## src/rtl/clk_div_multi_if.sv

```systemverilog
// -----------------------------------------------------------------------------
// clk_div_multi_if
// Control/status bundle for the multi-channel clock-enable divider.
//
// Signals:
//   ch_en  [NUM_CH]  per-channel run enable (level)
//   wr_en            divisor write strobe, one cycle
//   wr_ch  [CH_W]    target channel of the write
//   wr_div [CNT_W]   new divisor value
//   tick   [NUM_CH]  one-cycle strobe per channel at terminal count
//   wave   [NUM_CH]  square wave per channel, toggles on every tick
//   pend   [NUM_CH]  written divisor waiting for its activation point
//
// Modports:
//   master  drives enables and writes, observes tick/wave/pend
//   slave   the divider itself
// -----------------------------------------------------------------------------
interface clk_div_multi_if #(
    parameter int NUM_CH = 4,
    parameter int CH_W   = 2,
    parameter int CNT_W  = 32
);
    logic [NUM_CH-1:0] ch_en;
    logic              wr_en;
    logic [CH_W-1:0]   wr_ch;
    logic [CNT_W-1:0]  wr_div;
    logic [NUM_CH-1:0] tick;
    logic [NUM_CH-1:0] wave;
    logic [NUM_CH-1:0] pend;

    modport master (
        output ch_en, wr_en, wr_ch, wr_div,
        input  tick, wave, pend
    );

    modport slave (
        input  ch_en, wr_en, wr_ch, wr_div,
        output tick, wave, pend
    );
endinterface

```

## src/rtl/clk_div_multi.sv

```systemverilog
// -----------------------------------------------------------------------------
// clk_div_multi
// Multi-channel programmable divider producing clock-enable strobes (tick) and
// 50% square waves (wave), all in the clkin domain. Each channel has its own
// runtime-writable divisor; a written divisor sits in a pending register until
// the channel wraps, is disabled, or is idle (divisor 0), so a running period
// always completes with the divisor it started with.
//
// Ports:
//   clkin   system clock, rising edge
//   rst_n   asynchronous active-low reset
//   sync_n  (only with CLK_DIV_SYNC_EN) active-low synchronous phase realign
//   bus     clk_div_multi_if.slave: ch_en, wr_en/wr_ch/wr_div, tick/wave/pend
//
// Optional feature macro: CLK_DIV_SYNC_EN
//   When defined, sync_n low clears every counter, forces tick and wave to 0
//   and applies any pending divisor; channels restart counting from 0 on the
//   first edge after sync_n returns high.
// -----------------------------------------------------------------------------
module clk_div_multi #(
    parameter int               NUM_CH  = 4,
    parameter int               CH_W    = 2,
    parameter int               CNT_W   = 32,
    parameter logic [CNT_W-1:0] DEF_DIV = CNT_W'(50000000)
) (
    input  logic                 clkin,
    input  logic                 rst_n,
`ifdef CLK_DIV_SYNC_EN
    input  logic                 sync_n,
`endif
    clk_div_multi_if.slave       bus
);

    logic              sync_hit;
    logic [NUM_CH-1:0] tick_w;
    logic [NUM_CH-1:0] wave_w;
    logic [NUM_CH-1:0] pend_w;

`ifdef CLK_DIV_SYNC_EN
    assign sync_hit = ~sync_n;
`else
    assign sync_hit = 1'b0;
`endif

    genvar gi;
    generate
        for (gi = 0; gi < NUM_CH; gi++) begin : g_ch
            logic [CNT_W-1:0] cnt_q, cnt_d;
            logic [CNT_W-1:0] div_act_q, div_act_d;
            logic [CNT_W-1:0] div_pend_q, div_pend_d;
            logic             pend_q, pend_d;
            logic             tick_q, tick_d;
            logic             wave_q, wave_d;
            logic             wr_hit;
            logic             idle;
            logic             wrap;
            logic             activate;

            // Out-of-range channel numbers never match any gi, so such
            // writes fall through with no effect.
            assign wr_hit   = bus.wr_en && (bus.wr_ch == CH_W'(gi));
            // Divisor 0 is treated exactly like a disabled channel, which
            // also keeps it away from the div_act-1 compare below.
            assign idle     = !bus.ch_en[gi] || (div_act_q == '0);
            assign wrap     = !idle && (cnt_q == div_act_q - CNT_W'(1));
            assign activate = idle || wrap || sync_hit;

            always_comb begin
                cnt_d      = cnt_q;
                div_act_d  = div_act_q;
                div_pend_d = div_pend_q;
                pend_d     = pend_q;
                tick_d     = 1'b0;
                wave_d     = wave_q;

                if (sync_hit) begin
                    cnt_d  = '0;
                    wave_d = 1'b0;
                end else if (idle) begin
                    cnt_d  = '0;
                end else if (wrap) begin
                    cnt_d  = '0;
                    tick_d = 1'b1;
                    wave_d = ~wave_q;
                end else begin
                    cnt_d  = cnt_q + CNT_W'(1);
                end

                // A write landing on an activation edge bypasses the pending
                // register and takes effect directly.
                if (activate) begin
                    div_act_d  = wr_hit ? bus.wr_div : div_pend_q;
                    div_pend_d = wr_hit ? bus.wr_div : div_pend_q;
                    pend_d     = 1'b0;
                end else if (wr_hit) begin
                    div_pend_d = bus.wr_div;
                    pend_d     = 1'b1;
                end
            end

            always_ff @(posedge clkin or negedge rst_n) begin
                if (!rst_n) begin
                    cnt_q      <= '0;
                    div_act_q  <= DEF_DIV;
                    div_pend_q <= DEF_DIV;
                    pend_q     <= 1'b0;
                    tick_q     <= 1'b0;
                    wave_q     <= 1'b0;
                end else begin
                    cnt_q      <= cnt_d;
                    div_act_q  <= div_act_d;
                    div_pend_q <= div_pend_d;
                    pend_q     <= pend_d;
                    tick_q     <= tick_d;
                    wave_q     <= wave_d;
                end
            end

            assign tick_w[gi] = tick_q;
            assign wave_w[gi] = wave_q;
            assign pend_w[gi] = pend_q;
        end
    endgenerate

    assign bus.tick = tick_w;
    assign bus.wave = wave_w;
    assign bus.pend = pend_w;

endmodule
```

## src/flat_wrapper.sv

```systemverilog
// flat-port wrapper written by rule: the top's interface ports become plain ports
module clk_div_multi_flat 
#(
    parameter int               NUM_CH  = 4,
    parameter int               CH_W    = 2,
    parameter int               CNT_W   = 32,
    parameter logic [CNT_W-1:0] DEF_DIV = CNT_W'(50000000)
)
  (clkin, rst_n, bus_ch_en, bus_wr_en, bus_wr_ch, bus_wr_div, bus_tick, bus_wave, bus_pend);
  clk_div_multi_if #(.NUM_CH(NUM_CH), .CH_W(CH_W), .CNT_W(CNT_W)) bus_i ();
  input  logic clkin;
  input  logic rst_n;
  input wire logic [$bits(bus_i.ch_en)-1:0] bus_ch_en;
  input wire logic [$bits(bus_i.wr_en)-1:0] bus_wr_en;
  input wire logic [$bits(bus_i.wr_ch)-1:0] bus_wr_ch;
  input wire logic [$bits(bus_i.wr_div)-1:0] bus_wr_div;
  output wire logic [$bits(bus_i.tick)-1:0] bus_tick;
  output wire logic [$bits(bus_i.wave)-1:0] bus_wave;
  output wire logic [$bits(bus_i.pend)-1:0] bus_pend;
  assign bus_i.ch_en = bus_ch_en;
  assign bus_i.wr_en = bus_wr_en;
  assign bus_i.wr_ch = bus_wr_ch;
  assign bus_i.wr_div = bus_wr_div;
  assign bus_tick = bus_i.tick;
  assign bus_wave = bus_i.wave;
  assign bus_pend = bus_i.pend;
  clk_div_multi #(.NUM_CH(NUM_CH), .CH_W(CH_W), .CNT_W(CNT_W), .DEF_DIV(DEF_DIV)) u_core (.clkin(clkin), .rst_n(rst_n), .bus(bus_i));
endmodule
```

## config.mk

```make
export PLATFORM = sky130hd
export DESIGN_NAME = clk_div_multi_flat
export DESIGN_NICKNAME = d
export VERILOG_FILES = /design/src/rtl/clk_div_multi_if.sv /design/src/rtl/clk_div_multi.sv /design/src/flat_wrapper.sv
export SDC_FILE = /design/constraint.sdc
export NUM_CORES = 1
export LEC_CHECK = 0
export CAP_MARGIN = 10
export CORE_AREA = 5 5 182 184
export DETAILED_ROUTE_END_ITERATION = 7
export DIE_AREA = 0 0 187 189
export PLACE_DENSITY = 0.85
export RECOVER_POWER = 25
export SETUP_SLACK_MARGIN = 0.2
export SYNTH_ARGS = -nofsm -noshare
export SYNTH_HDL_FRONTEND = slang
export SYNTH_SLANG_ARGS = --single-unit
```

## constraint.sdc

```tcl
create_clock -name clkin -period 7.1 [get_ports clkin]
set_input_delay 1.42 -clock clkin [delete_from_list [all_inputs] [get_ports clkin]]
set_output_delay 1.42 -clock clkin [all_outputs]
set_load 0.01 [all_outputs]
```

### Word level (Yosys, flattened, before mapping)

Index checks and enable logic that the tools add are counted.

| cells by class | value |
|---|---|
| bitwise gates (word level) | 8 |
| mux-type cells | 28 |
| equal/unequal tests | 7 |
| reductions and logical operators | 37 |
| $add $sub $neg | 8 |

Operator list:

| cell | number |
|---|---|
| 32-bit two-way mux | 12 |
| 32-bit by 1-bit adder with 32-bit output (second input constant) | 4 |
| 32-bit equality test | 4 |
| 32-bit zero test | 4 |
| 32-bit by 1-bit subtractor with 32-bit output (second input constant) | 4 |
| 1-bit two-way mux | 16 |
| 1-bit logical AND | 8 |
| 1-bit zero test | 8 |
| 1-bit logical OR | 8 |
| 1-bit inverter | 8 |
| 2-bit AND reduction | 4 |
| 2-bit nonzero test | 4 |
| 2-bit equality test (second input constant) | 2 |
| 2-bit by 1-bit equality test with 1-bit output (second input constant) | 1 |
| 2-bit zero test | 1 |

| word-level totals | value |
|---|---|
| output and inout port bits | 12 |
| bits of input ports | 41 |
| word-level logic and storage cells | 112 |
| register bits | 396 |

### Depth between registers and ports, before layout

| logic depth | value |
|---|---|
| depth in word-level cells | 6 |
| mapped depth | 15 |
| mapped depth without buffers | 11 |

### Least setup slack after synthesis

Ideal clock, no wire load.

| path | value |
|---|---|
| path kind | reg2reg |
| start | register u_core.g_ch[3].div_act_q[0] |
| end | register u_core.g_ch[3].div_act_q[10] |
| period minus slack after synthesis | 3,647 ps |
| buffers on the path | 1 |
| setup slack | 3,453 ps |
| required time | 6,973 ps |
| arrival time | 3,519 ps |
| library setup time | 127 ps |
| cell stages (with the launch flop) | 13 |
| cells stage by stage | dfrtp_1 -> inv_1 -> ha_1 -> nor3b_1 -> nand2_1 -> nor3_1 -> a31oi_1 -> or4b_1 -> a2111oi_2 -> nand3_1 -> o31ai_4 -> buf_6 -> mux2_1 |

| on the way | value |
|---|---|
| cells in the longest elaborated chain, start to end | 5 |
| elaborated cells between the ends (all ways) | 7 |
| those cells by class | add/sub (1); eq/ne (1); reduce/logical (5) |

RTL lines:

| what | RTL line | text |
|---|---|---|
| from (decl) | clk_div_multi.sv:49 | `logic [CNT_W-1:0] div_act_q, div_act_d;` |
| from (signal assigned) | clk_div_multi.sv:111 | `div_act_q <= div_act_d;` |
| parallel branches: the longest is 4 deep, another holds 32-bit by 1-bit subtractor with 32-bit output | n/a |  |
| 1-bit logical OR (*) | clk_div_multi.sv:66 | `assign activate = idle \|\| wrap \|\| sync_hit;` |

Every way passes the cells marked *.
A chain may end at the register's enable or synchronous reset.

### Worst setup path after layout

| path | value |
|---|---|
| start | register u_core.g_ch[0].div_act_q[0] |
| end | register u_core.g_ch[0].div_act_q[16] |

| on the way | value |
|---|---|
| cells in the longest elaborated chain, start to end | 5 |
| elaborated cells between the ends (all ways) | 7 |
| those cells by class | add/sub (1); eq/ne (1); reduce/logical (5) |

RTL lines:

| what | RTL line |
|---|---|
| from (decl) | clk_div_multi.sv:49 |
| from (signal assigned) | clk_div_multi.sv:111 |
| parallel branches: the longest is 4 deep, another holds 32-bit by 1-bit subtractor with 32-bit output | n/a |
| 1-bit logical OR (*) | clk_div_multi.sv:66 |

Marked as above.

==> impl_metrics.json <==
{
  "clk_pin_slew_worst_paths_ns": 0.06,
  "vias": 14591,
  "cts_tree": "done",
  "die_w_um": 187,
  "rr_endpoint": "u_core.g_ch[0].div_act_q[16]$_DFFE_PN0P_",
  "antenna_found_initial": 0,
  "yosys_warnings": 0,
  "drv_cap": 1,
  "leakage_nw": 9.18,
  "grt_max_degree": 177,
  "viasPerCell": 6.21,
  "syn_area_um2": 20700,
  "reg2reg_slack_ns": 2.37,
  "rsz0062_at_grt": "false",
  "ctsHtreeMaxLevel": 2,
  "clock_tree.root_cell": "clkbuf_16",
  "path_class": "reg2reg",
  "critPathCapture": "u_core.g_ch[0].div_act_q[16]$_DFFE_PN0P_",
  "cts_sinks": 396,
  "finalSetupViolations": 0,
  "synthTopCellsByArea": "dfrtp_1 36%, mux2_2 13%, dfstp_2 12%",
  "io_pins": 53,
  "status": "finished, violations left",
  "period_share": 0.666,
  "cts_hold_buf": 0,
  "die_y_um": 189,
  "grt_usage": 0.269,
  "clock_skew_ns": 0.0181,
  "hpwl_um": 32400,
  "wl_per_cell_um": 20.2,
  "finalWirelength_um": 47500,
  "synth.most_common_cell": "dfrtp_1",
  "start_util": 0.662,
  "synth_area_per_cell_um2": 10.9,
  "synth_cell_types": 70,
  "crit_path_max_fanout": 28,
  "synth_nets": 1944,
  "num-fill-cells": 2057,
  "yosys.area.top_type": "dfrtp_1",
  "fin_crit_ns": 4.73,
  "slew_headroom": -1.30,
  "ys.flop_type": "dfrtp_1",
  "post-cts-setup-buffer-count": 0,
  "drive_gt1_frac": 0.220,
  "die-area_um2": 35300,
  "synth_cells": 1891,
  "clockBufferDepth": 3,
  "synth_common_cells": "300 x dfrtp_1, 230 x mux2_2, 224 x nor2_1",
  "grt_overflow": 0,
  "regToRegStartpoint": "u_core.g_ch[0].div_act_q[0]$_DFFE_PN0P_",
  "seqCellArea_um2": 10000,
  "grt_pass1_vias": 14670,
  "setup_tns_ns": 0,
  "num_rows": 65,
  "ir_worst_vdd_mv": 0.227,
  "syn2layout_area_growth_pct": 10.3,
  "grt_pass1_wl_um": 77700,
  "drc": 0,
  "nets": 1969,
  "start_kind": "register",
  "drtPass1Iterations": 6,
  "drtIter0Drc": 1380,
  "slew_viol_final": 62,
  "ys_ff_latch": 396,
  "worst_setup_path_end_kind": "register",
  "synth_edf_count": 0,
  "cts_resized": 0,
  "power_density_nw_per_um2": 281,
  "failed_checks": "capacitance limit, slew limit",
  "min_path_type": "reg2reg",
  "placed_area_um2": 21400,
  "final_area_um2": 22800,
  "multi_input_area_um2": 10100,
  "portBuffers": 52,
  "crit_arrival_ns": 5.15,
  "fmax_mhz": 211,
  "cts_buffers": 41,
  "routabilityCongestion": 0.950,
  "tightest_slew_ns": 3.45,
  "rr_worst_depth": 12,
  "startpoint": "u_core.g_ch[0].div_act_q[0]$_DFFE_PN0P_",
  "worstSkewPairLatency_ns": 0.55,
  "core_um2": 31200,
  "async_flop_share": 1.00,
  "yosys.area.top_type_share": 0.363,
  "ys_seq_area_frac": 0.485,
  "hold_violations": 0,
  "n_antenna_cell": 0,
  "crit_required_ns": 7.52,
  "final_antenna_net_count": 0
}
-- cell type report --
type / count / area share
repair buffers: 65 / 0.0279
clock inverters: 17 / 0.00867
multi-input cells: 1379 / 0.443
inverters: 33 / 0.00543
clock buffers: 58 / 0.0528
flip-flops and latches: 396 / 0.440
well taps: 402 / 0.0221
-- flip-flops by register name, summed over array words and instances, names as in the netlist --
register,flops
u_core.g_ch.cnt_q,128
u_core.g_ch.pend_q,4
u_core.g_ch.div_pend_q,128
u_core.g_ch.wave_q,4
u_core.g_ch.div_act_q,128
u_core.g_ch.tick_q,4
-- how the worst min path moves through the flow --
stage / depth (start not counted) / startpoint / to
after global routing: 1 / u_core.g_ch[2].wave_q$_DFFE_PN0P_ / u_core.g_ch[2].wave_q$_DFFE_PN0P_
after CTS: 1 / u_core.g_ch[2].wave_q$_DFFE_PN0P_ / u_core.g_ch[2].wave_q$_DFFE_PN0P_
after detailed placement: 1 / u_core.g_ch[2].wave_q$_DFFE_PN0P_ / u_core.g_ch[2].wave_q$_DFFE_PN0P_
after floorplan: 1 / u_core.g_ch[1].wave_q$_DFFE_PN0P_ / u_core.g_ch[1].wave_q$_DFFE_PN0P_
after global placement: 1 / u_core.g_ch[3].wave_q$_DFFE_PN0P_ / u_core.g_ch[3].wave_q$_DFFE_PN0P_
final: 1 / u_core.g_ch[2].wave_q$_DFFE_PN0P_ / u_core.g_ch[2].wave_q$_DFFE_PN0P_
-- cell families after synthesis --
| group | count (synthesis) | share of synthesized area |
|---|---|---|
| AOI/OAI and AO/OA | 114 | 0.0383 |
| xor gates and xnor gates | 298 | 0.126 |
| adders and majority gates | 12 | 0.00726 |
| buffers and inverters | 116 | 0.0261 |
| DFF | 396 | 0.485 |
| muxes | 265 | 0.144 |
| and+or+nand+nor | 690 | 0.173 |
-- power breakdown --
| group | switching, W | total, W | internal [W] |
|---|---|---|---|
| clock | 0.000900 | 0.00223 | 0.00133 |
| sequential | 0.000359 | 0.00302 | 0.00266 |
| combinational | 0.000587 | 0.00115 | 0.000564 |
| total | 0.00185 | 0.00641 | 0.00456 |
-- routing by layer --
layer	track usage	wire [um]	vias to the layer above
met3	0.0347	2520	113
met5	0	0	-
met2	0.436	22400	476
li1	-	-	6676
met1	0.374	20600	7326
met4	0.106	2000	0
-- per-stage QoR --
step	std cells	setup slack, ns	utilization	hold slack [ns]	power, W
global placement	2275	2.54	0.686	0.454	0.00408
CTS	2350	2.38	0.730	0.468	0.00642
global route	2350	2.04	0.730	0.471	0.00668
finish	2350	2.37	0.730	0.461	0.00641
floorplan	1891	3.45	-	0.443	0.00379
detailed placement	2275	2.44	0.686	0.459	0.00416
-- cells in the final DEF (no fill, tap or decap), types with 7 or more instances in the layout --
cell / count
nand2b_1: 16
inv_1: 33
ha_1: 12
nand3b_1: 13
or3_1: 13
nand4_1: 34
mux2_1: 27
nor3b_1: 8
nor3_1: 56
nand3_1: 71
nor2b_1: 8
clkdlybuf4s50_1: 51
nor4_1: 45
o31ai_1: 7
o21ai_0: 24
buf_4: 11
nand4b_1: 7
a31oi_1: 10
clkinv_2: 9
dfrtp_1: 300
nand2_1: 93
clkbuf_16: 44
a211oi_1: 8
xor2_1: 152
dfstp_2: 96
nor2_1: 224
mux2i_1: 8
a21oi_1: 22
or4_1: 16
mux2_2: 230
xnor2_1: 146
and3_1: 33
clkbuf_1: 10
and4_1: 19
-- critical path: stages, from the launching register on --
cell and delay, ns:
dfrtp_1 0.42, inv_1 0.11, ha_1 0.24, nor4b_1 0.62
nand4_1 0.40, nor4_1 0.35, xnor2_1 0.19, nand2b_1 0.07
or4_1 0.52, nor4_1 0.27, a31o_2 0.61, buf_4 0.40
mux2_2 0.38
No activity file was read; power rests on OpenSTA's default activity.
